## config.mk

```make
export PLATFORM = sky130hd
export DESIGN_NAME = hop_chain_seq_flat
export DESIGN_NICKNAME = d
export VERILOG_FILES = /design/src/rtl/hop_chain_seq_if.sv /design/src/rtl/hop_chain_seq.sv /design/src/flat_wrapper.sv
export SDC_FILE = /design/constraint.sdc
export NUM_CORES = 1
export LEC_CHECK = 0
export BUFFER_PORTS_ARGS = -buffer_cell sky130_fd_sc_hd__buf_2
export CAP_MARGIN = 20
export CORE_MARGIN = 4
export CORE_UTILIZATION = 49
export DETAILED_ROUTE_END_ITERATION = 12
export PLACE_DENSITY = 0.69
export SYNTH_ARGS = -nofsm -noshare
export SYNTH_HDL_FRONTEND = slang
export SYNTH_SLANG_ARGS = --single-unit
```

## constraint.sdc

```tcl
create_clock -name clock0 -period 2.7 [get_ports clock0]
set_clock_uncertainty 0.15 [all_clocks]
set_input_delay 0.27 -clock clock0 [delete_from_list [all_inputs] [get_ports clock0]]
set_output_delay 0.27 -clock clock0 [all_outputs]
set_load 0.005 [all_outputs]
```

## src/rtl/hop_chain_seq_if.sv

```systemverilog
// Handshake and result bundle between the hop-chain sequencer and its user.
// The slave side is the sequencer; the master side drives go/gap/chain_out.
interface hop_chain_seq_if #(
    parameter int NSTAGE = 4
);
    logic              go;
    logic [3:0]        gap;
    logic              chain_out;
    logic [NSTAGE-1:0] rst_stage;
    logic              start;
    logic              busy;
    logic              done;
    logic              pass;
    logic              err_timeout;
    logic [7:0]        latency;

    modport master (
        output go,
        output gap,
        output chain_out,
        input  rst_stage,
        input  start,
        input  busy,
        input  done,
        input  pass,
        input  err_timeout,
        input  latency
    );

    modport slave (
        input  go,
        input  gap,
        input  chain_out,
        output rst_stage,
        output start,
        output busy,
        output done,
        output pass,
        output err_timeout,
        output latency
    );
endinterface

```

## src/rtl/hop_chain_seq.sv

```systemverilog
// Hop-chain reset sequencer: holds all stage resets, releases them bottom-up
// with a programmable gap, launches a pulse and measures chain latency.
module hop_chain_seq #(
    parameter int NSTAGE   = 4,
    parameter int HOLD_CYC = 2,
    parameter int TIMEOUT  = 15
) (
    input  logic           clock0,
    input  logic           rst_n,
    hop_chain_seq_if.slave bus
);

    typedef enum logic [2:0] {
        S_IDLE,
        S_ASSERT,
        S_RELEASE,
        S_LAUNCH,
        S_WAIT,
        S_DONE
    } state_t;

    localparam logic [7:0] HOLD_LAST = 8'(HOLD_CYC - 1);
    localparam logic [7:0] TO8       = 8'(TIMEOUT);
    localparam logic [7:0] NS8       = 8'(NSTAGE);

    state_t            state_q, state_d;
    logic [NSTAGE-1:0] rst_stage_q, rst_stage_d;
    logic [NSTAGE-1:0] rst_shift;
    logic [3:0]        gap_q, gap_d;
    logic [3:0]        rel_cnt_q, rel_cnt_d;
    logic [7:0]        hold_q, hold_d;
    logic [7:0]        wait_q, wait_d;
    logic              pass_q, pass_d;
    logic              err_q, err_d;
    logic [7:0]        lat_q, lat_d;

    // Releases are thermometer-shaped, so shifting left clears the lowest set bit.
    assign rst_shift = rst_stage_q << 1;

    // State and datapath registers; reset asserts every stage reset.
    always_ff @(posedge clock0) begin
        if (!rst_n) begin
            state_q     <= S_IDLE;
            rst_stage_q <= '1;
            gap_q       <= '0;
            rel_cnt_q   <= '0;
            hold_q      <= '0;
            wait_q      <= '0;
            pass_q      <= 1'b0;
            err_q       <= 1'b0;
            lat_q       <= '0;
        end else begin
            state_q     <= state_d;
            rst_stage_q <= rst_stage_d;
            gap_q       <= gap_d;
            rel_cnt_q   <= rel_cnt_d;
            hold_q      <= hold_d;
            wait_q      <= wait_d;
            pass_q      <= pass_d;
            err_q       <= err_d;
            lat_q       <= lat_d;
        end
    end

    // Next-state logic; results are resolved on the WAIT->DONE edge so they
    // are already valid during the done pulse.
    always_comb begin
        state_d     = state_q;
        rst_stage_d = rst_stage_q;
        gap_d       = gap_q;
        rel_cnt_d   = rel_cnt_q;
        hold_d      = hold_q;
        wait_d      = wait_q;
        pass_d      = pass_q;
        err_d       = err_q;
        lat_d       = lat_q;

        unique case (state_q)
            S_IDLE: begin
                if (bus.go) begin
                    state_d     = S_ASSERT;
                    gap_d       = bus.gap;
                    pass_d      = 1'b0;
                    err_d       = 1'b0;
                    lat_d       = '0;
                    rst_stage_d = '1;
                    hold_d      = '0;
                end
            end
            S_ASSERT: begin
                rst_stage_d = '1;
                if (hold_q >= HOLD_LAST) begin
                    state_d   = S_RELEASE;
                    hold_d    = '0;
                    rel_cnt_d = gap_q;
                end else begin
                    hold_d = hold_q + 8'd1;
                end
            end
            S_RELEASE: begin
                if (rel_cnt_q == 4'd0) begin
                    rst_stage_d = rst_shift;
                    rel_cnt_d   = gap_q;
                    if (rst_shift == '0) begin
                        state_d = S_LAUNCH;
                    end
                end else begin
                    rel_cnt_d = rel_cnt_q - 4'd1;
                end
            end
            S_LAUNCH: begin
                state_d = S_WAIT;
                wait_d  = 8'd1;
            end
            S_WAIT: begin
                if (bus.chain_out) begin
                    state_d = S_DONE;
                    lat_d   = wait_q;
                    pass_d  = (wait_q == NS8);
                end else if (wait_q >= TO8) begin
                    state_d = S_DONE;
                    err_d   = 1'b1;
                    lat_d   = TO8;
                    pass_d  = 1'b0;
                end else if (wait_q != 8'hFF) begin
                    wait_d = wait_q + 8'd1;
                end
            end
            S_DONE: begin
                state_d = S_IDLE;
                wait_d  = '0;
            end
            default: begin
                state_d = S_IDLE;
            end
        endcase
    end

    // Outputs decoded from state or taken straight from registers.
    always_comb begin
        bus.rst_stage   = rst_stage_q;
        bus.start       = (state_q == S_LAUNCH);
        bus.busy        = (state_q != S_IDLE);
        bus.done        = (state_q == S_DONE);
        bus.pass        = pass_q;
        bus.err_timeout = err_q;
        bus.latency     = lat_q;
    end

endmodule

```

## src/flat_wrapper.sv

```systemverilog
// flat-port wrapper written by rule: the top's interface ports become plain ports
module hop_chain_seq_flat 
#(
    parameter int NSTAGE   = 4,
    parameter int HOLD_CYC = 2,
    parameter int TIMEOUT  = 15
)
  (clock0, rst_n, bus_go, bus_gap, bus_chain_out, bus_rst_stage, bus_start, bus_busy, bus_done, bus_pass, bus_err_timeout, bus_latency);
  hop_chain_seq_if #(.NSTAGE(NSTAGE)) bus_i ();
  input  logic clock0;
  input  logic rst_n;
  input wire logic [$bits(bus_i.go)-1:0] bus_go;
  input wire logic [$bits(bus_i.gap)-1:0] bus_gap;
  input wire logic [$bits(bus_i.chain_out)-1:0] bus_chain_out;
  output wire logic [$bits(bus_i.rst_stage)-1:0] bus_rst_stage;
  output wire logic [$bits(bus_i.start)-1:0] bus_start;
  output wire logic [$bits(bus_i.busy)-1:0] bus_busy;
  output wire logic [$bits(bus_i.done)-1:0] bus_done;
  output wire logic [$bits(bus_i.pass)-1:0] bus_pass;
  output wire logic [$bits(bus_i.err_timeout)-1:0] bus_err_timeout;
  output wire logic [$bits(bus_i.latency)-1:0] bus_latency;
  assign bus_i.go = bus_go;
  assign bus_i.gap = bus_gap;
  assign bus_i.chain_out = bus_chain_out;
  assign bus_rst_stage = bus_i.rst_stage;
  assign bus_start = bus_i.start;
  assign bus_busy = bus_i.busy;
  assign bus_done = bus_i.done;
  assign bus_pass = bus_i.pass;
  assign bus_err_timeout = bus_i.err_timeout;
  assign bus_latency = bus_i.latency;
  hop_chain_seq #(.NSTAGE(NSTAGE), .HOLD_CYC(HOLD_CYC), .TIMEOUT(TIMEOUT)) u_core (.clock0(clock0), .rst_n(rst_n), .bus(bus_i));
endmodule
```

; Word level (Yosys, flattened, before mapping)
; Cells that the tools add are included.
[word_totals]
ff_bits = 41
inputBits = 8
output_inout_bits = 17
wordCells = 77
[classes]
addsub = 3
n_lt_le_gt_ge = 2
n_eq_ne = 16
mux = 30
reduce_logical = 17
[ops]
columns = operator, count
row1 = two-way mux 8 bit, 7
row2 = case mux 8 bit (2 select lines), 2
row3 = case mux 8 bit (3 select lines), 1
row4 = two-way mux 3 bit, 6
row5 = adder 8 x 1 -> 8 bit (second input constant), 2
row6 = two-way mux 4 bit, 4
row7 = case mux 3 bit (5 select lines), 1
row8 = case mux 4 bit (3 select lines), 1
row9 = inequality test 2 x 1 -> 1 bit (second input constant), 5
row10 = nonzero test 3 bit, 3
row11 = equality test 8 x 3 -> 1 bit (second input constant), 1
row12 = >= comparator 8 x 1 -> 1 bit (second input constant), 1
row13 = >= comparator 8 x 4 -> 1 bit (second input constant), 1
row14 = zero test 4 bit, 2
row15 = inequality test 8 bit (second input constant), 1
row16 = case mux 4 bit (2 select lines), 1
row17 = AND reduction 4 bit, 2
row18 = equality test 3 x 2 -> 1 bit (second input constant), 2
row19 = equality test 3 bit (second input constant), 2
row20 = inequality test 2 bit (second input constant), 3
row21 = AND reduction 2 bit, 3
row22 = AND reduction 3 bit, 2
row23 = nonzero test 2 bit, 3
row24 = two-way mux 1 bit, 5
row25 = other kinds (6), 7

; Longest topological paths before layout
[logic_depth]
ltp_word = 5
depth_mapped = 6
ltp_nobuf = 6

; Worst setup path before layout
; OpenSTA, ideal clock, no wires.
[synth_timing]
kind = reg-to-reg
from = reg u_core.hold_q[0]
to = reg u_core.rel_cnt_q[1]
setup_ns = 0.071
arrival_ns = 1.656
required_time_ns = 2.479
setup_slack_ns = 0.823
stages_incl_launch_ff = 7
path_buffers = 0
synth_period_minus_slack_ns = 1.877
cell_sequence = dfxtp_1 -> inv_1 -> ha_1 -> nor4b_1 -> a2111o_1 -> a221o_1 -> a21oi_1
[synth_between]
elab_chain_len = 3
[synth_rtl]
columns = item, line_no
row1 = from (decl), hop_chain_seq.sv:31  ; logic [7:0] hold_q, hold_d;
row2 = from (signal assigned), hop_chain_seq.sv:57  ; hold_q <= hold_d;
row3 = >= comparator 8 x 1 -> 1 bit, hop_chain_seq.sv:92  ; if (hold_q >= HOLD_LAST) begin
row4 = inequality test 2 x 1 -> 1 bit (no source line), n/a
row5 = AND reduction 2 bit (no source line), n/a
row6 = to (signal assigned), hop_chain_seq.sv:56  ; rel_cnt_q <= rel_cnt_d;
row7 = to (decl), hop_chain_seq.sv:30  ; logic [3:0] rel_cnt_q, rel_cnt_d;
; Every way passes these cells.
; A chain may end at the register's enable or synchronous reset.

; Worst setup path after layout
[layout_timing]
from = reg u_core.state_q[2]
to = reg u_core.lat_q[4] (netlist: u_core.bus.latency[4])
[layout_between]
elab_chain_len = 3
elab_cells_between_ends = 7
cone_classes = 3 x eq/ne / 1 x mux / 3 x reduce/logical
[layout_rtl]
columns = item, line_no
row1 = from (decl), hop_chain_seq.sv:26  ; state_t state_q, state_d;
row2 = from (signal assigned), hop_chain_seq.sv:53  ; state_q <= state_d;
row3 = equality test 3 bit / zero test 3 bit (equally long branches), hop_chain_seq.sv:78  ; unique case (state_q)
row4 = inequality test 3 x 2 -> 1 bit (no source line) (tied with other cells), n/a
row5 = AND reduction 3 bit (no source line), n/a
row6 = to (signal assigned), hop_chain_seq.sv:61  ; lat_q <= lat_d;
row7 = to (decl), hop_chain_seq.sv:35  ; logic [7:0] lat_q, lat_d;
; Several ways; a longest one is shown, not always the timed one.

==> flow_results.xml <==
<?xml version="1.0" encoding="UTF-8"?>
<metrics>
  <group name="outcome">
    <metric name="run_status" unit="">finished clean</metric>
  </group>
  <group name="detailed_routing">
    <metric name="route.antenna.remaining_nets" unit="">0</metric>
    <metric name="route.detailed.drc" unit="">0</metric>
    <metric name="detail_route.wl_per_cell" unit="um">14.0</metric>
    <metric name="drtPass1Iterations" unit="">4</metric>
    <metric name="num_vias" unit="">1601</metric>
    <metric name="avgViaCountPerCell" unit="">5.60</metric>
    <metric name="total_wirelength" unit="mm">4.00</metric>
    <metric name="detailedRoute.firstIterationViolations" unit="">101</metric>
  </group>
  <group name="setup_path">
    <metric name="cp-start-kind" unit="">flip-flop</metric>
    <metric name="setup.reg_to_reg.worst_slack" unit="ns">0.55</metric>
    <metric name="crit_end" unit="">u_core.bus.latency[4]$_SDFFE_PN0P_</metric>
    <metric name="cp_max_fo" unit="">20</metric>
    <metric name="timing.critical_path.arrival" unit="ns">2.23</metric>
    <metric name="required_worst_endpoint" unit="ns">2.78</metric>
    <metric name="critPathCaptureType" unit="">flip-flop</metric>
    <metric name="worstReg2RegEnd" unit="">u_core.bus.latency[4]$_SDFFE_PN0P_</metric>
    <metric name="criticalPathCategory" unit="">flip-flop to flip-flop</metric>
    <metric name="timing.rr.start" unit="">u_core.state_q[2]$_SDFFE_PN0P_</metric>
    <metric name="startpoint" unit="">u_core.state_q[2]$_SDFFE_PN0P_</metric>
    <metric name="rr_worst_depth" unit="">3</metric>
  </group>
  <group name="yosys">
    <metric name="syn_area" unit="sq um">1960</metric>
    <metric name="number_of_warnings_reported_in_the_yosys_synthesis_log" unit="">0</metric>
    <metric name="synthCells" unit="">217</metric>
    <metric name="top_ff_cell_synth" unit="">dfxtp_1</metric>
    <metric name="yosys_register_bits" unit="">41</metric>
    <metric name="syn_area_per_cell" unit="sq um">9.04</metric>
    <metric name="async_flop_share" unit="%">0</metric>
    <metric name="syn_nets" unit="">231</metric>
    <metric name="netlist.top_cell.by_area" unit="">dfxtp_1</metric>
    <metric name="synth_sequential_area_ratio" unit="%">41.8</metric>
    <metric name="ys_types" unit="">53</metric>
    <metric name="proportion_of_netlist_area_held_by_the_largest_area_contributor" unit="%">41.8</metric>
    <metric name="synth_edf_count" unit="">0</metric>
    <metric name="post_synth_main_area_contributors" unit="">dfxtp_1 (42%), mux2i_1 (4.1%), ha_1 (3.8%)</metric>
  </group>
  <group name="power_and_ir_drop">
    <metric name="power_dens_cells" unit="nW/um^2">616</metric>
    <metric name="max_rail_drop_vdd" unit="uV">577</metric>
    <metric name="leakagePower" unit="nW">0.961</metric>
  </group>
  <group name="floorplan">
    <metric name="coreArea" unit="sq um">3770</metric>
    <metric name="fp.dieH" unit="um">71.3</metric>
    <metric name="num_io_pins" unit="">25</metric>
    <metric name="chipWidth" unit="um">71.3</metric>
    <metric name="total_die_area" unit="sq um">5080</metric>
    <metric name="effective_utilization_at_floorplan" unit="%">52.0</metric>
    <metric name="fp-row-count" unit="">22</metric>
  </group>
  <group name="clock_tree">
    <metric name="cts_sink_cnt" unit="">41</metric>
    <metric name="insertion_delay_of_the_later_clocked_pin_in_the_worst_skew_pair" unit="ns">0.29</metric>
    <metric name="h-tree-depth" unit="">2</metric>
    <metric name="postCtsHoldBufs" unit="">0</metric>
    <metric name="root_buffer" unit="">clkbuf_8</metric>
    <metric name="cts_buffer_depth" unit="">2</metric>
    <metric name="cts_setup_buffers" unit="">0</metric>
    <metric name="cts_inserted_buffers" unit="">5</metric>
    <metric name="tritoncts_clock_tree" unit="">done</metric>
    <metric name="post_cts.resized_instances" unit="">0</metric>
    <metric name="cts.clk_slew.worst_paths" unit="ns">0.07</metric>
  </group>
  <group name="job">
    <metric name="timing.max_cap.violations" unit="">0</metric>
  </group>
  <group name="sta">
    <metric name="setup_repair_after_global_routing_missed_its_margin" unit="">false</metric>
    <metric name="fmaxAchievable" unit="MHz">465</metric>
    <metric name="worst_hold_slack" unit="ns">0.0613</metric>
    <metric name="slew-limit-headroom" unit="%">58.5</metric>
    <metric name="worstMarginPinSlew" unit="ns">0.618</metric>
    <metric name="setup_violations" unit="">0</metric>
    <metric name="drv_slew" unit="">0</metric>
    <metric name="period_share" unit="%">79.6</metric>
    <metric name="fin_tns_setup" unit="ns">0</metric>
    <metric name="timing.final.hold_violations" unit="">0</metric>
    <metric name="period_minus_slack" unit="ns">2.15</metric>
  </group>
  <group name="place">
    <metric name="placement.cell_area" unit="sq um">2070</metric>
    <metric name="post-dp-hpwl" unit="mm">2.86</metric>
    <metric name="io_buf_count" unit="">24</metric>
    <metric name="finalWeightedCongestion" unit="">0.780</metric>
  </group>
  <group name="global_routing">
    <metric name="grt_first_pass_wirelength" unit="mm">6.87</metric>
    <metric name="grt_usage" unit="%">16.5</metric>
    <metric name="grt_antenna_before_repair" unit="">0</metric>
    <metric name="grt_pass1_vias" unit="">1461</metric>
    <metric name="overflow_left_after_global_routing" unit="">0</metric>
    <metric name="maximum_number_of_pins_on_one_net_before_global_route_repair" unit="">23</metric>
  </group>
  <group name="min_path">
    <metric name="timing.hold.worst_path_depth" unit="">3</metric>
    <metric name="min-delay-path-class" unit="">input pin to flip-flop</metric>
  </group>
  <group name="layout">
    <metric name="final_core_util" unit="%">57.7</metric>
    <metric name="finalInstanceArea" unit="sq um">2170</metric>
    <metric name="syn_to_final_growth" unit="%">10.8</metric>
    <metric name="post_route_cells_drive_above_1_share" unit="%">18.9</metric>
    <metric name="total_inserted_antenna_cells" unit="">0</metric>
    <metric name="finish.net_count" unit="">251</metric>
  </group>
</metrics>
-- cell families after synthesis --
kind of cell | Yosys count | synth area share [%]
fa+ha+maj | 6 | 3.83
buf+inv | 23 | 5.80
mux | 8 | 4.08
xor+xnor | 2 | 0.893
simple gates | 84 | 24.2
flops | 41 | 41.8
compound gates | 53 | 19.3
-- power by group --
part / leakage [nW] / total, mW / switching (mW) / internal (mW)
registers: 0.332 / 0.673 / 0.0406 / 0.632
clock network: 0.0542 / 0.436 / 0.205 / 0.231
logic: 0.574 / 0.230 / 0.133 / 0.0979
total: 0.961 / 1.34 / 0.378 / 0.961
-- metrics by stage --
step | setup WS (ns) | std cells | total power [mW]
4_1_cts | 0.544 | 286 | 1.36
5_1_grt | 0.408 | 286 | 1.41
6_report | 0.549 | 286 | 1.34
3_5_place_dp | 0.573 | 278 | 0.918
3_3_place_gp | 0.610 | 278 | 0.917
2_1_floorplan | 0.823 | 217 | 0.864
-- flip-flops by register name (all words and copies together), names as in the netlist --
| signal | flops |
|---|---|
| u_core.bus.rst_stage | 4 |
| u_core.hold_q | 8 |
| u_core.wait_q | 8 |
| u_core.rel_cnt_q | 4 |
| u_core.bus.latency | 8 |
| u_core.bus.pass | 1 |
| u_core.gap_q | 4 |
| u_core.state_q | 3 |
| u_core.bus.err_timeout | 1 |
-- cell usage after synthesis (2+ instances only) --
cell and number:
nor3_1 4, and4_1 2, nor4b_1 2, o32ai_1 2, o211a_1 2, nor2_1 18
or3b_2 2, nand3b_1 2, a21oi_1 12, and3_1 8, nor2b_1 3, nand2_1 15
buf_6 2, and3_2 2, and2_1 5, a22oi_1 2, a211oi_1 3, nor4_1 4
o21ai_0 12, dfxtp_1 41, o21a_1 2, inv_1 12, nand3_1 9, clkbuf_1 7
mux2i_1 8, a32o_2 4, ha_1 6
-- metal layers --
layer / up-vias / track usage (%) / part of all wire [%]
met1: 730 / 22.6 / 50
met4: 0 / 5.64 / 1.4
met3: 5 / 3.51 / 4.8
met2: 35 / 25.8 / 44
li1: 831 / - / -
met5: - / 0 / 0
-- how the worst min path moves through the flow --
stage | start | end
2_1_floorplan | bus_gap[3] | u_core.gap_q[3]$_SDFFE_PN0P_
3_3_place_gp | u_core.bus.latency[2]$_SDFFE_PN0P_ | u_core.bus.latency[2]$_SDFFE_PN0P_
3_5_place_dp | u_core.hold_q[4]$_SDFFE_PN0P_ | u_core.hold_q[4]$_SDFFE_PN0P_
4_1_cts | bus_gap[1] | u_core.gap_q[1]$_SDFFE_PN0P_
5_1_grt | bus_gap[2] | u_core.gap_q[2]$_SDFFE_PN0P_
6_report | bus_gap[1] | u_core.gap_q[1]$_SDFFE_PN0P_
-- cells in the final DEF (no fill, tap or decap), types with 6 or more instances in the layout --
cell and instances:
a21oi_1 12, and3_1 8, buf_2 24, clkbuf_8 7
dfxtp_1 41, ha_1 6, inv_1 12, mux2i_1 8
nand2_1 15, nand3_1 9, nor2_1 18, o21ai_0 12
-- layout make-up --
type                       instances  area [sq um]
inverter                          12          45.0
sequential                        41           821
timing repair buffer              24           120
fill                             348          1600
clock buffer                       7          96.3
clock inverter                     1          5.00
multi-input combinational        153          1030
tap                               48          60.1
-- worst max-delay path, stage by stage (launching register included) --
cell,delay (ns)
dfxtp_1,0.70
or3b_2,0.54
nor3_1,0.50
a32o_2,0.20
Note: power is estimated with default switching activity, not from simulation.
